--- src/rtl/password_candidate_gen.sv ---
// Candidate password source: enumerates every NUM_CHARS-long string over a
// 0-9a-z alphabet whose first character index lies in [from, to], streamed
// over a valid/ready handshake with the last character incrementing fastest.
module password_candidate_gen #(
    parameter int unsigned NUM_CHARS  = 4,
    parameter int unsigned ALPHA_SIZE = 36
) (
    input  logic                   clk_i,
    input  logic                   rst_i,
    input  logic                   start_i,
    input  logic [5:0]             from_i,
    input  logic [5:0]             to_i,
    input  logic                   stop_i,
    output logic                   cand_valid_o,
    input  logic                   cand_ready_i,
    output logic [8*NUM_CHARS-1:0] cand_data_o,
    output logic                   cand_last_o,
    output logic [31:0]            cand_count_o,
    output logic                   busy_o,
    output logic                   done_o
);

    localparam int unsigned IW = (ALPHA_SIZE > 1) ? $clog2(ALPHA_SIZE) : 1;
    localparam logic [IW-1:0] MaxIdx = IW'(ALPHA_SIZE - 1);

    typedef enum logic [1:0] {StIdle, StRun, StDone} state_e;

    state_e                       state_q;
    logic [NUM_CHARS-1:0][IW-1:0] idx_q;   // [NUM_CHARS-1] is the first character
    logic [IW-1:0]                to_q;
    logic                         valid_q;
    logic                         busy_q;
    logic                         done_q;
    logic [31:0]                  count_q;

    logic [NUM_CHARS-1:0][IW-1:0] idx_inc;
    logic                         last_c;
    logic                         xfer;
    logic                         range_ok;
    logic [8*NUM_CHARS-1:0]       ascii_c;

    function automatic logic [7:0] idx_to_ascii(input logic [IW-1:0] idx);
        logic [7:0] v;
        v = 8'(idx);
        return (v < 8'd10) ? (8'h30 + v) : (8'h57 + v);
    endfunction

    assign xfer     = valid_q & cand_ready_i;
    assign range_ok = (from_i <= to_i) && (32'(to_i) < ALPHA_SIZE);

    // Odometer increment (position 0 fastest) and last-candidate detect.
    always_comb begin
        logic carry;
        idx_inc = idx_q;
        carry   = 1'b1;
        last_c  = (idx_q[NUM_CHARS-1] == to_q);
        for (int i = 0; i < int'(NUM_CHARS); i++) begin
            if (carry) begin
                if (idx_q[i] == MaxIdx) begin
                    idx_inc[i] = '0;
                end else begin
                    idx_inc[i] = idx_q[i] + IW'(1);
                    carry      = 1'b0;
                end
            end
            if (i < int'(NUM_CHARS) - 1 && idx_q[i] != MaxIdx) begin
                last_c = 1'b0;
            end
        end
    end

    // ASCII map of the index registers; held constant while stalled.
    always_comb begin
        ascii_c = '0;
        for (int i = 0; i < int'(NUM_CHARS); i++) begin
            ascii_c[8*i +: 8] = idx_to_ascii(idx_q[i]);
        end
    end

    assign cand_valid_o = valid_q;
    assign cand_data_o  = valid_q ? ascii_c : '0;
    assign cand_last_o  = valid_q & last_c;
    assign cand_count_o = count_q;
    assign busy_o       = busy_q;
    assign done_o       = done_q;

    // Control FSM with registered status outputs.
    always_ff @(posedge clk_i) begin
        if (rst_i) begin
            state_q <= StIdle;
            idx_q   <= '0;
            to_q    <= '0;
            valid_q <= 1'b0;
            busy_q  <= 1'b0;
            done_q  <= 1'b0;
            count_q <= '0;
        end else begin
            unique case (state_q)
                StIdle, StDone: begin
                    // start takes priority; stop is meaningless outside RUN
                    if (start_i) begin
                        count_q <= '0;
                        if (range_ok) begin
                            idx_q              <= '0;
                            idx_q[NUM_CHARS-1] <= IW'(from_i);
                            to_q               <= IW'(to_i);
                            state_q            <= StRun;
                            valid_q            <= 1'b1;
                            busy_q             <= 1'b1;
                            done_q             <= 1'b0;
                        end else begin
                            state_q <= StDone;
                            valid_q <= 1'b0;
                            busy_q  <= 1'b0;
                            done_q  <= 1'b1;
                        end
                    end
                end
                StRun: begin
                    if (xfer) begin
                        count_q <= count_q + 32'd1;
                        if (!last_c) begin
                            idx_q <= idx_inc;
                        end
                    end
                    if (stop_i || (xfer && last_c)) begin
                        state_q <= StDone;
                        valid_q <= 1'b0;
                        busy_q  <= 1'b0;
                        done_q  <= 1'b1;
                    end
                end
                default: begin
                    state_q <= StIdle;
                    valid_q <= 1'b0;
                    busy_q  <= 1'b0;
                end
            endcase
        end
    end

endmodule

--- config.mk ---
export PLATFORM = sky130hd
export DESIGN_NAME = password_candidate_gen
export DESIGN_NICKNAME = d
export VERILOG_FILES = /design/src/rtl/password_candidate_gen.sv
export SDC_FILE = /design/constraint.sdc
export NUM_CORES = 1
export LEC_CHECK = 0
export ABC_AREA = 0
export BUFFER_PORTS_ARGS = -buffer_cell sky130_fd_sc_hd__buf_2
export CAP_MARGIN = 5
export CORE_MARGIN = 5
export CORE_UTILIZATION = 35
export DETAILED_ROUTE_END_ITERATION = 8
export PLACE_DENSITY = 0.67
export REMOVE_ABC_BUFFERS = 1
export SLEW_MARGIN = 30
export SYNTH_ARGS = -nofsm -noshare
export SYNTH_HDL_FRONTEND = slang
export SYNTH_SLANG_ARGS = --single-unit
--- constraint.sdc ---
create_clock -name clk_i -period 1.95 [get_ports clk_i]
set_clock_uncertainty 0.1 [all_clocks]
set_input_delay 0.195 -clock clk_i [delete_from_list [all_inputs] [get_ports clk_i]]
set_output_delay 0.195 -clock clk_i [all_outputs]
set_load 0.02 [all_outputs]
==> Word-level counts from Yosys, hierarchy flattened <==
Cells that the tools add are included.
{ "word_totals": {"regBits": 66, "latchBits": 0, "ramBits": 0, "mem_bits_ro": 0, "input_bits": 17, "out_inout_bits": 68, "word_cells": 102, "n_memories": 0} }
{ "op_classes": {"n_addsub": 13, "mul": 0, "div": 0, "magnitude_cmp": 6, "n_eq_ne": 18, "n_shift": 0, "muxes": 40, "n_bitwise": 2, "reduce_logical": 14} }
{ "ops": {"columns": ["op", "count"], "rows": [
  ["24-bit two-way mux", 4],
  ["32-bit two-way mux", 3],
  ["32-bit case mux with 2 select lines", 1],
  ["24-bit case mux with 2 select lines", 1],
  ["6-bit two-way mux", 7],
  ["32-bit by 1-bit adder with 32-bit output (second input constant)", 1],
  ["7-bit by 6-bit adder with 8-bit output (first input constant)", 4],
  ["8-bit two-way mux", 4],
  ["6-bit by 6-bit adder with 7-bit output (first input constant)", 4],
  ["6-bit by 1-bit adder with 6-bit output (second input constant)", 4],
  ["6-bit equality test (second input constant)", 4],
  ["6-bit by 4-bit < comparator with 1-bit output (second input constant)", 4],
  ["6-bit != test (second input constant)", 3],
  ["6-bit AND reduction", 3],
  ["2-bit != test (second input constant)", 8],
  ["1-bit two-way mux", 14],
  ["3-bit AND reduction", 3],
  ["6-bit equality test", 1],
  ["6-bit less-or-equal comparator", 1],
  ["6-bit < comparator (second input constant)", 1],
  ["2-bit two-way mux", 3],
  ["5-bit AND reduction", 1],
  ["1-bit case mux with 2 select lines", 2],
  ["2-bit case mux with 2 select lines", 1],
  ["9 further kinds", 11]
]} }

==> Depth between registers and ports, before layout <==
Gate-level depths: netlist of run 1.
{ "logic_depth": {"ltp_word": 8, "depth_mapped": 10, "mapped_depth_nobuf": 8} }

==> Worst setup path before layout of run 1 <==
OpenSTA, ideal clock, no wires.
{ "synth_timing": {"kind": "reg-to-reg", "start": "register count_q[0], in the netlist cand_count_o[0]", "end": "register count_q[22], in the netlist cand_count_o[22]", "arrival_ns": 2.014, "required_time_ns": 1.779, "setup_slack_ns": -0.234, "stages_incl_launch_ff": 8, "path_cell_list": "dfxtp_1 > ha_1 > nand2_1 > a21oi_2 > or4b_1 > buf_2 > or3_1 > a21oi_1"} }
{ "synth_via": {"elab_chain_cells": 3} }
{ "synth_rtl": {"columns": ["item", "line", "text"], "rows": [
  ["from (decl)", "34", "logic [31:0] count_q;"],
  ["from (signal assigned)", "121", "count_q <= count_q + 32'd1;"],
  ["32-bit by 1-bit adder with 32-bit output", "121", null],
  ["32-bit two-way mux", "120", "if (xfer) begin"],
  ["32-bit case mux with 2 select lines", "98", "unique case (state_q)"]
]} }
No other way between the ends. The select of a mux whose other input is x is not followed.
A chain may end at the register's enable or synchronous reset.

==> Worst setup path in the final report of run 1 <==
{ "layout_timing": {"start": "register idx_q[6] (netlist bit)", "end": "output port cand_last_o"} }
{ "layout_via": {"elab_chain_cells": 4} }
{ "layout_rtl": {"columns": ["item", "line", "text"], "rows": [
  ["from (decl)", "29", "logic [NUM_CHARS-1:0][IW-1:0] idx_q;"],
  ["from (signal, indexed assignment)", "105", "idx_q[NUM_CHARS-1] <= IW'(from_i);"],
  ["from (signal assigned)", "123", "idx_q <= idx_inc;"],
  ["6-bit != test", "66", "if (i < int'(NUM_CHARS) - 1 && idx_q[i] != MaxIdx) begin"],
  ["1-bit two-way mux (2 in series)", "66", null],
  ["1-bit bitwise AND", "82", "assign cand_last_o = valid_q & last_c;"],
  ["to (decl)", "17", "output logic cand_last_o,"]
]} }
No other way between the ends.

==> flow_metrics.tcl, run 1 <==
set metrics [dict create \
    status "complete, but fails checks" \
    violations "setup timing" \
    synthTopCellsByArea "dfxtp_1, ha_1, nand2_1" \
    rows 41 \
    layout_commonest_cell "buf_4" \
    worst_path_largest_cell_delay_ns 0.42 \
    ys_seq_elements 65 \
    min_to "to_q[2]" \
    p_leak_uw 0.00322 \
    start_util 0.354 \
    critical_path.top_delay_family "simple AND/OR/NAND/NOR gates" \
    slew_headroom 0.603 \
    path_clk_slew_ns 0.06 \
    path_depth 5 \
    arrival_ns 1.87 \
    root_buffer "clkbuf_16" \
    hpwl_mm 9.59 \
    reg2reg_slack_ns -0.15 \
    slew_violations 0 \
    hold_buffers 0 \
    ant_nets 0 \
    dpl.cell_count 902 \
    register_area_um2 1340 \
    path_buf_inv 1 \
    gp_congestion 0.878 \
    clkLatencyLatePin_ns 0.33 \
    globalRouteTotalUtil 0.186 \
    die_w_um 122 \
    min_from "to_i[2]" \
    cts_sinks 65 \
    min_period_ns 2.16 \
    wl_per_cell_um 16.2 \
    hold_class "in -> reg" \
    cp_cell_sequence "ha_4, nor4bb_4, and3_4, and3_4, buf_6" \
    synth_ff_type "dfxtp_1" \
    htreeDepth 3 \
    synth-edff-count 0 \
    worst_setup_path_end_kind "primary output" \
    tightest_slew_ns 0.594 \
    ys_warn_count 0 \
    numCtsBuffers 9 \
    numPortBuffers 84 \
    grt_pass1_vias 4898 \
    n_antenna_cell 0 \
    worstRegToRegCells 8 \
    crit_required_ns 1.65 \
    avgViaCountPerCell 5.26 \
    area_growth_pct 71.1 \
    critPathKind "reg -> out" \
    power_density_nw_per_um2 512 \
    postSynthCellCount 572 \
    die_height_um 122 \
    synth_area_per_cell_um2 7.74 \
    rsz0062_at_grt "yes" \
    critPathMaxFanout 3 \
    pin_count 85 \
    setup_viol 49 \
    first_pass_iters 4 \
    antenna_found_initial 0 \
    grt_pass1_wl_mm 22.9 \
    clock_path_buffers 2 \
    r2r-end "state_q[1]" \
    final_util 0.605 \
    netlist_area_um2 4430 \
    nets 842 \
    layout-drive-gt1-share 0.534 \
    dieArea_um2 15000 \
    drv_cap 0 \
    cp_common_cell "and3_4" \
    cts_tree "built" \
    ys_seq_area_frac 0.294 \
    fin_ws_ns -0.214 \
    synth_top_area_frac 0.294 \
    max_freq_mhz 462 \
    hold_slack_ns 0.0209 \
    drt_iter0_drc 309 \
    start_kind "flip-flop" \
    drt-total-wl_mm 15.8 \
    design.core.area_um2 12500 \
    async_flop_share 0 \
    drcViolationCount 0 \
    multi_input_area_um2 3690 \
    overflow 0 \
    ir_drop_v 0.000460 \
    fin_crit_sh 1.11 \
    cpMaxStageDelayCell "nor4bb_4" \
    grt_max_degree 34 \
    holdPathStages 3 \
    finalHoldViolCount 0 \
    synth_top_area_cell "dfxtp_1" \
    setup_tns_ns -4.06 \
    synth_cell_type_count 61 \
    num_vias 5109 \
    r2r-start "idx_q[6]" \
    final_cell_mix "buf_4, nand2_1, nor2_1" \
    fillCellCount 1052 \
    final_cells 971 \
]
==> cell usage after synthesis (all sizes together) (8+ instances only) <==
| master | number |
|---|---|
| and2 | 14 |
| dfxtp | 65 |
| nor2 | 62 |
| a21oi | 32 |
| o21ai | 13 |
| clkbuf | 22 |
| nand2 | 73 |
| nor2b | 13 |
| inv | 30 |
| xor2 | 20 |
| o211ai | 9 |
| nand3 | 34 |
| nand2b | 8 |
| xnor2 | 30 |
| ha | 31 |
==> per-stage QoR <==
step | power [µW] | instance area [µm²] | setup WS (ns)
after floorplan | 1660 | 4300 | -0.774
final | 3880 | 7580 | -0.214
after detailed placement | 1880 | 5710 | -0.295
after global placement | 1870 | 5710 | -0.232
after global routing | 3990 | 7580 | -0.270
after CTS | 3740 | 6910 | -0.161
==> sequential cells by signal (all words and copies together) (netlist names) <==
register and cells:
state_q 1, idx_q 24, cand_count_o 32, to_q 6
done_o 1, busy_o 1
==> worst max path at each step <==
stage	from	to	slack (ns)
floorplan	busy_o	cand_count_o[23]	-0.77
global placement	to_i[3]	idx_q[22]	-0.23
detailed placement	to_i[3]	idx_q[22]	-0.29
CTS	idx_q[10]	idx_q[10]	-0.16
global route	idx_q[6]	state_q[1]	-0.27
finish	idx_q[6]	cand_last_o	-0.21
==> cell type report <==
| cell class | count | share of cell area |
|---|---|---|
| multi-input cells | 449 | 0.487 |
| clock inverters | 5 | 0.0104 |
| well taps | 172 | 0.0284 |
| clock buffers | 11 | 0.0320 |
| repair buffers | 239 | 0.248 |
| flip-flops and latches | 65 | 0.176 |
| inverters | 30 | 0.0182 |
==> repair_timing <==
action                     in CTS  in global routing
setup buffers                  33                 24
cloned                          1                  0
resized for setup             184                116
setup endpoints to repair      67                 85
pin swaps                      59                 56
==> worst register-to-register path: cells and delay by family, from the launching register on <==
kind,cells,cell delay [ns]
buffers and inverters,1,0.19
AOI/OAI and AO/OA,3,0.51
adders and majority gates,1,0.14
and+or+nand+nor,3,0.71
DFF,1,0.37
==> layer usage <==
layer  routed length [µm]  global-route usage  vias up
met5                    0                   0        -
met4                  286              0.0525        0
met3                  723              0.0378       24
met2                 8000               0.327      160
met1                 6760               0.231     2457
li1                     -                   -     2468
==> cell families after synthesis <==
logic type | share of synthesized area
XOR/XNOR | 0.0989
buffers and inverters | 0.0545
multiplexers | 0.00452
flip-flops | 0.294
AND/OR/NAND/NOR | 0.286
adder cells (fa/ha/maj) | 0.0876
AO/OA/AOI/OAI | 0.174
==> report_power, final <==
part / total, µW / leakage (µW) / switching, µW / internal [µW]
clock network: 1770 / 0.000159 / 615 / 1150
registers: 1380 / 0.000538 / 23.6 / 1350
logic: 734 / 0.00252 / 398 / 336
(Power assumes the default switching activity.)
==> run 2: changes to the inputs <==
--- a/config.mk
+++ b/config.mk
@@ -11,6 +11,7 @@
 export CORE_MARGIN = 5
 export CORE_UTILIZATION = 35
 export DETAILED_ROUTE_END_ITERATION = 8
+export MAX_ROUTING_LAYER = met4
 export PLACE_DENSITY = 0.67
 export REMOVE_ABC_BUFFERS = 1
 export SLEW_MARGIN = 30
==> constraint.sdc (replaced) <==
create_clock -name clk_i -period 1.95 [get_ports clk_i]
set_clock_uncertainty 0.1 [all_clocks]
set_input_delay 0.585 -clock clk_i [delete_from_list [all_inputs] [get_ports clk_i]]
set_output_delay 0.585 -clock clk_i [all_outputs]
set_load 0.02 [all_outputs]
==> run 2 against run 1 <==
The flow still finishes with violations (setup timing). Global-route usage is 2.4 points higher. Maximum frequency shrank 16%. Core utilization increased by 4.6 points. Critical path depth grew 4. Routed wire length rose by 1.8%. Non-clock buffer count is 51 higher. Critical path type unchanged. Critical endpoint is now cand_data_o[8].
==> flow_metrics.tcl, run 2 (synthesis results as in run 1) <==
set metrics [dict create \
    critPathLaunch "idx_q[10]" \
    start_util 0.354 \
    fin_crit_sh 1.33 \
    start_kind "flip-flop" \
    status "complete, but fails checks" \
    power_density_nw_per_um2 467 \
    wl_per_cell_um 15.7 \
    setup_viol 65 \
    first_pass_iters 5 \
    grt_max_degree 31 \
    layout_commonest_cell "buf_4" \
    die_height_um 122 \
    cts_sinks 65 \
    clock_path_buffers 2 \
    arrival_ns 1.91 \
    min_period_ns 2.59 \
    path_clk_slew_ns 0.06 \
    finalHoldViolCount 0 \
    cts_tree "built" \
    hold_class "reg -> reg" \
    design.core.area_um2 12500 \
    place_ws_ns -0.609 \
    numPortBuffers 84 \
    critPathKind "reg -> out" \
    ant_nets 0 \
    setup_tns_ns -23.38 \
    layout-drive-gt1-share 0.587 \
    globalRouteTotalUtil 0.211 \
    min_from "to_q[4]" \
    crit_required_ns 1.26 \
    max_freq_mhz 386 \
    r2r-start "idx_q[12]" \
    tightest_slew_ns 0.459 \
    grt_pass1_wl_mm 25.2 \
    worst_setup_path_end_kind "primary output" \
    drcViolationCount 0 \
    clkLatencyLatePin_ns 0.33 \
    largest_register_ffs 32 \
    drv_cap 0 \
    rsz0062_at_grt "yes" \
    ir_drop_v 0.000495 \
    violations "setup timing" \
    r2r-end "idx_q[21]" \
    drt-total-wl_mm 16.1 \
    worstRegToRegCells 9 \
    numCtsBuffers 9 \
    fin_ws_ns -0.641 \
    die_w_um 122 \
    htreeDepth 3 \
    dieArea_um2 15000 \
    overflow 0 \
    rows 41 \
    avgViaCountPerCell 5.15 \
    drt_iter0_drc 277 \
    root_buffer "clkbuf_16" \
    holdPathStages 2 \
    slew_violations 0 \
    num_vias 5259 \
    slew_headroom 0.690 \
    nets 892 \
    min_to "to_q[4]" \
    antenna_found_initial 0 \
    reg2reg_slack_ns -0.43 \
    pin_count 85 \
    p_leak_uw 0.00355 \
    hpwl_mm 10.6 \
    gp_congestion 0.934 \
    critPathMaxFanout 6 \
    area_growth_pct 84.1 \
    n_antenna_cell 0 \
    hold_buffers 0 \
    grt_pass1_vias 5283 \
    final_cell_mix "buf_4, buf_6, nand2_1" \
]
run 2: worst max path at each step:
stage,endpoint,slack [ns],depth (start not counted)
floorplan,cand_count_o[23],-0.77,6
global placement,idx_q[14],-0.50,10
detailed placement,idx_q[21],-0.61,11
CTS,cand_last_o,-0.54,7
global route,cand_data_o[14],-0.69,8
finish,cand_data_o[8],-0.64,9
run 2: cell type report:
| class | count | area (µm²) |
|---|---|---|
| clock buffer | 9 | 225 |
| multi-input combinational | 448 | 3790 |
| fill | 988 | 4360 |
| timing repair buffer | 290 | 2380 |
| tap | 172 | 215 |
| clock inverter | 7 | 78.8 |
| inverter | 30 | 135 |
| sequential | 65 | 1340 |
run 2: worst max-delay path, stage by stage, from the launching register on:
cell      delay (ns)
dfxtp_2         0.34
inv_2           0.05
buf_6           0.13
ha_4            0.15
o211ai_1        0.12
nand2_2         0.19
buf_6           0.17
xnor2_2         0.12
and2_4          0.16
buf_6           0.12
run 2: stage by stage:
step	instance area (µm²)	utilization	hold WS, ns	std cells	power [µW]
2_1_floorplan	4300	-	0.343	543	1660
3_3_place_gp	6230	0.497	0.358	966	1950
3_5_place_dp	6230	0.497	0.363	966	1970
4_1_cts	7500	0.599	0.372	1000	3720
5_1_grt	8150	0.651	0.404	1021	3960
6_report	8150	0.651	0.375	1021	3810
run 2: report_power, final:
group	total [µW]	internal [µW]	switching [µW]
Combinational	791	389	402
Clock	1650	1000	645
Sequential	1370	1350	22.8
run 2: routing by layer:
layer	global-route usage	routed length (µm)	part of all wire
met1	0.249	6880	0.43
met2	0.361	8070	0.50
met3	0.0401	806	0.050
met4	0.0693	303	0.019
met5	-	0	0
run 2: what timing repair did:
item | 4_1_cts | 5_1_grt
cloned | 0 | 1
pin swaps | 74 | 60
gates resized for setup | 226 | 114
endpoints found under the setup margin | 81 | 79
hold endpoints to repair | 0 | 0
setup buffers | 20 | 21
==> run 3: changes to the inputs <==
--- a/config.mk
+++ b/config.mk
@@ -6,14 +6,16 @@
 export NUM_CORES = 1
 export LEC_CHECK = 0
 export ABC_AREA = 0
+export ABC_CLOCK_PERIOD_IN_PS = 3200
 export BUFFER_PORTS_ARGS = -buffer_cell sky130_fd_sc_hd__buf_2
 export CAP_MARGIN = 5
 export CORE_MARGIN = 5
 export CORE_UTILIZATION = 35
 export DETAILED_ROUTE_END_ITERATION = 8
 export MAX_ROUTING_LAYER = met4
-export PLACE_DENSITY = 0.67
+export PLACE_DENSITY = 0.65
 export REMOVE_ABC_BUFFERS = 1
+export SETUP_SLACK_MARGIN = 0.2
 export SLEW_MARGIN = 30
 export SYNTH_ARGS = -nofsm -noshare
 export SYNTH_HDL_FRONTEND = slang
==> constraint.sdc (replaced) <==
create_clock -name clk_i -period 3.2 [get_ports clk_i]
set_clock_uncertainty 0.1 [all_clocks]
set_input_delay 0.96 -clock clk_i [delete_from_list [all_inputs] [get_ports clk_i]]
set_output_delay 0.96 -clock clk_i [all_outputs]
set_load 0.02 [all_outputs]
==> run 3 against run 2 <==
Die area stayed put. Largest cell class unchanged. Critical path type unchanged. Cell area is 32% lower. Sequential share of layout area is 7.6 points higher. Hold slack worse by 0.0076 ns. Count of clock-buffer cells in the layout stayed put. The flow now finishes without violations.
==> flow_metrics.tcl, run 3 (synthesis results as in run 1) <==
set metrics [dict create \
    status "finished clean" \
    antenna_found_initial 1 \
    holdPathStages 2 \
    arrival_ns 1.88 \
    reg2reg_slack_ns 0.64 \
    highest_layer "met4" \
    worst_setup_path_end_kind "primary output" \
    grt_max_degree 31 \
    hold_class "reg -> reg" \
    tightest_slew_ns 0.635 \
    slew_violations 0 \
    pin_count 85 \
    met3RoutedLength_um 627 \
    globalRouteTotalUtil 0.166 \
    setup_tns_ns 0 \
    multi_input_area_um2 2970 \
    start_kind "flip-flop" \
    first_pass_iters 5 \
    final_cell_mix "buf_2, nand2_1, nor2_1" \
    wl_met1_mm 5.57 \
    design.core.area_um2 12500 \
    fin_crit_sh 0.918 \
    hold_buffers 0 \
    nets 713 \
    setup_viol 0 \
    drt-total-wl_mm 12.2 \
    grt_pass1_wl_mm 19.9 \
    dieArea_um2 15000 \
    critPathKind "reg -> out" \
    min_period_ns 2.94 \
    register_area_um2 1340 \
    gp_congestion 0.859 \
    htreeDepth 3 \
    ir_drop_v 0.000286 \
    layout_commonest_cell "buf_2" \
    clkLatencyLatePin_ns 0.33 \
    critPathMaxFanout 8 \
    r2r-start "busy_o" \
    cts_sinks 65 \
    ant_nets 0 \
    grt_pass1_vias 4198 \
    die_w_um 122 \
    rsz0062_at_grt "yes" \
    power_density_nw_per_um2 371 \
    cts_tree "built" \
    root_buffer "clkbuf_16" \
    p_leak_uw 0.00239 \
    num_vias 4417 \
    numPortBuffers 84 \
    numCtsBuffers 9 \
    r2r-end "cand_count_o[22]" \
    met2_wirelength_mm 5.84 \
    clock_path_buffers 2 \
    place_ws_ns 0.134 \
    drt_iter0_drc 219 \
    hold_slack_ns 0.367 \
    layout-drive-gt1-share 0.270 \
    fillCellCount 1280 \
    wl_per_cell_um 14.4 \
    min_to "done_o" \
    start_util 0.354 \
    min_from "done_o" \
    rows 41 \
    area_growth_pct 26.1 \
    finalHoldViolCount 0 \
    drcViolationCount 0 \
    crit_required_ns 2.14 \
    largest_register_ffs 32 \
    die_height_um 122 \
    drv_cap 0 \
    slew_headroom 0.576 \
    overflow 0 \
    hpwl_mm 9.20 \
    worstRegToRegCells 5 \
    fin_ws_ns 0.263 \
    max_freq_mhz 340 \
    avgViaCountPerCell 5.24 \
    path_clk_slew_ns 0.06 \
]
[run 3: cell types whose count changed in the layout (fill, tap and decap cells not counted), sizes merged]
| cell | previous run | this run |
|---|---|---|
| buf | 289 | 111 |
| clkbuf | 10 | 9 |
| clkinv | 5 | 4 |
| clkinvlp | 0 | 1 |
| diode | 0 | 1 |
[run 3: through the flow]
step	power (µW)	instances	util	instance area [µm²]
after floorplan	1010	543	-	4300
after global placement	1100	816	0.404	5060
after detailed placement	1110	816	0.404	5060
after CTS	2090	832	0.433	5420
after global routing	2160	843	0.446	5580
final	2070	843	0.446	5580
[run 3: worst max-delay path, stage by stage (launching register included)]
cell	delay [ns]
dfxtp_4	0.39
ha_2	0.21
nor4bb_2	0.28
buf_4	0.17
and3_4	0.17
and3_4	0.19
buf_4	0.14
[run 3: what timing repair did]
item	in CTS	in global routing
setup endpoints to repair	20	22
resized for setup	24	35
buffers inserted	0	10
pin swaps	0	12
[run 3: area by class of cell]
class | instances | area share
Timing Repair Buffer | 111 | 0.114
Clock buffer | 9 | 0.0403
Inverter | 30 | 0.0220
Clock inverter | 7 | 0.0126
Tap cell | 172 | 0.0385
Multi-Input combinational cell | 448 | 0.532
Antenna cell | 1 | 0.000448
Sequential cell | 65 | 0.240
[run 3: worst max path at each step]
| stage | startpoint | end | slack [ns] |
|---|---|---|---|
| CTS | idx_q[22] | cand_data_o[30] | 0.19 |
| floorplan | busy_o | cand_data_o[14] | 0.37 |
| global route | idx_q[23] | cand_data_o[30] | 0.18 |
| global placement | to_i[5] | idx_q[22] | 0.25 |
| detailed placement | to_i[5] | idx_q[2] | 0.13 |
| finish | idx_q[13] | cand_last_o | 0.26 |
[run 3: layer usage]
| metal | up-vias | track usage |
|---|---|---|
| met2 | 127 | 0.273 |
| met3 | 10 | 0.0401 |
| met4 | 0 | 0.0483 |
| met1 | 2080 | 0.203 |
| li1 | 2200 | - |
| met5 | - | - |
[run 3: power by group]
group	switching [µW]	internal, µW	leakage [µW]
logic	161	101	0.00171
clock network	369	602	0.000146
registers	20.7	820	0.000537
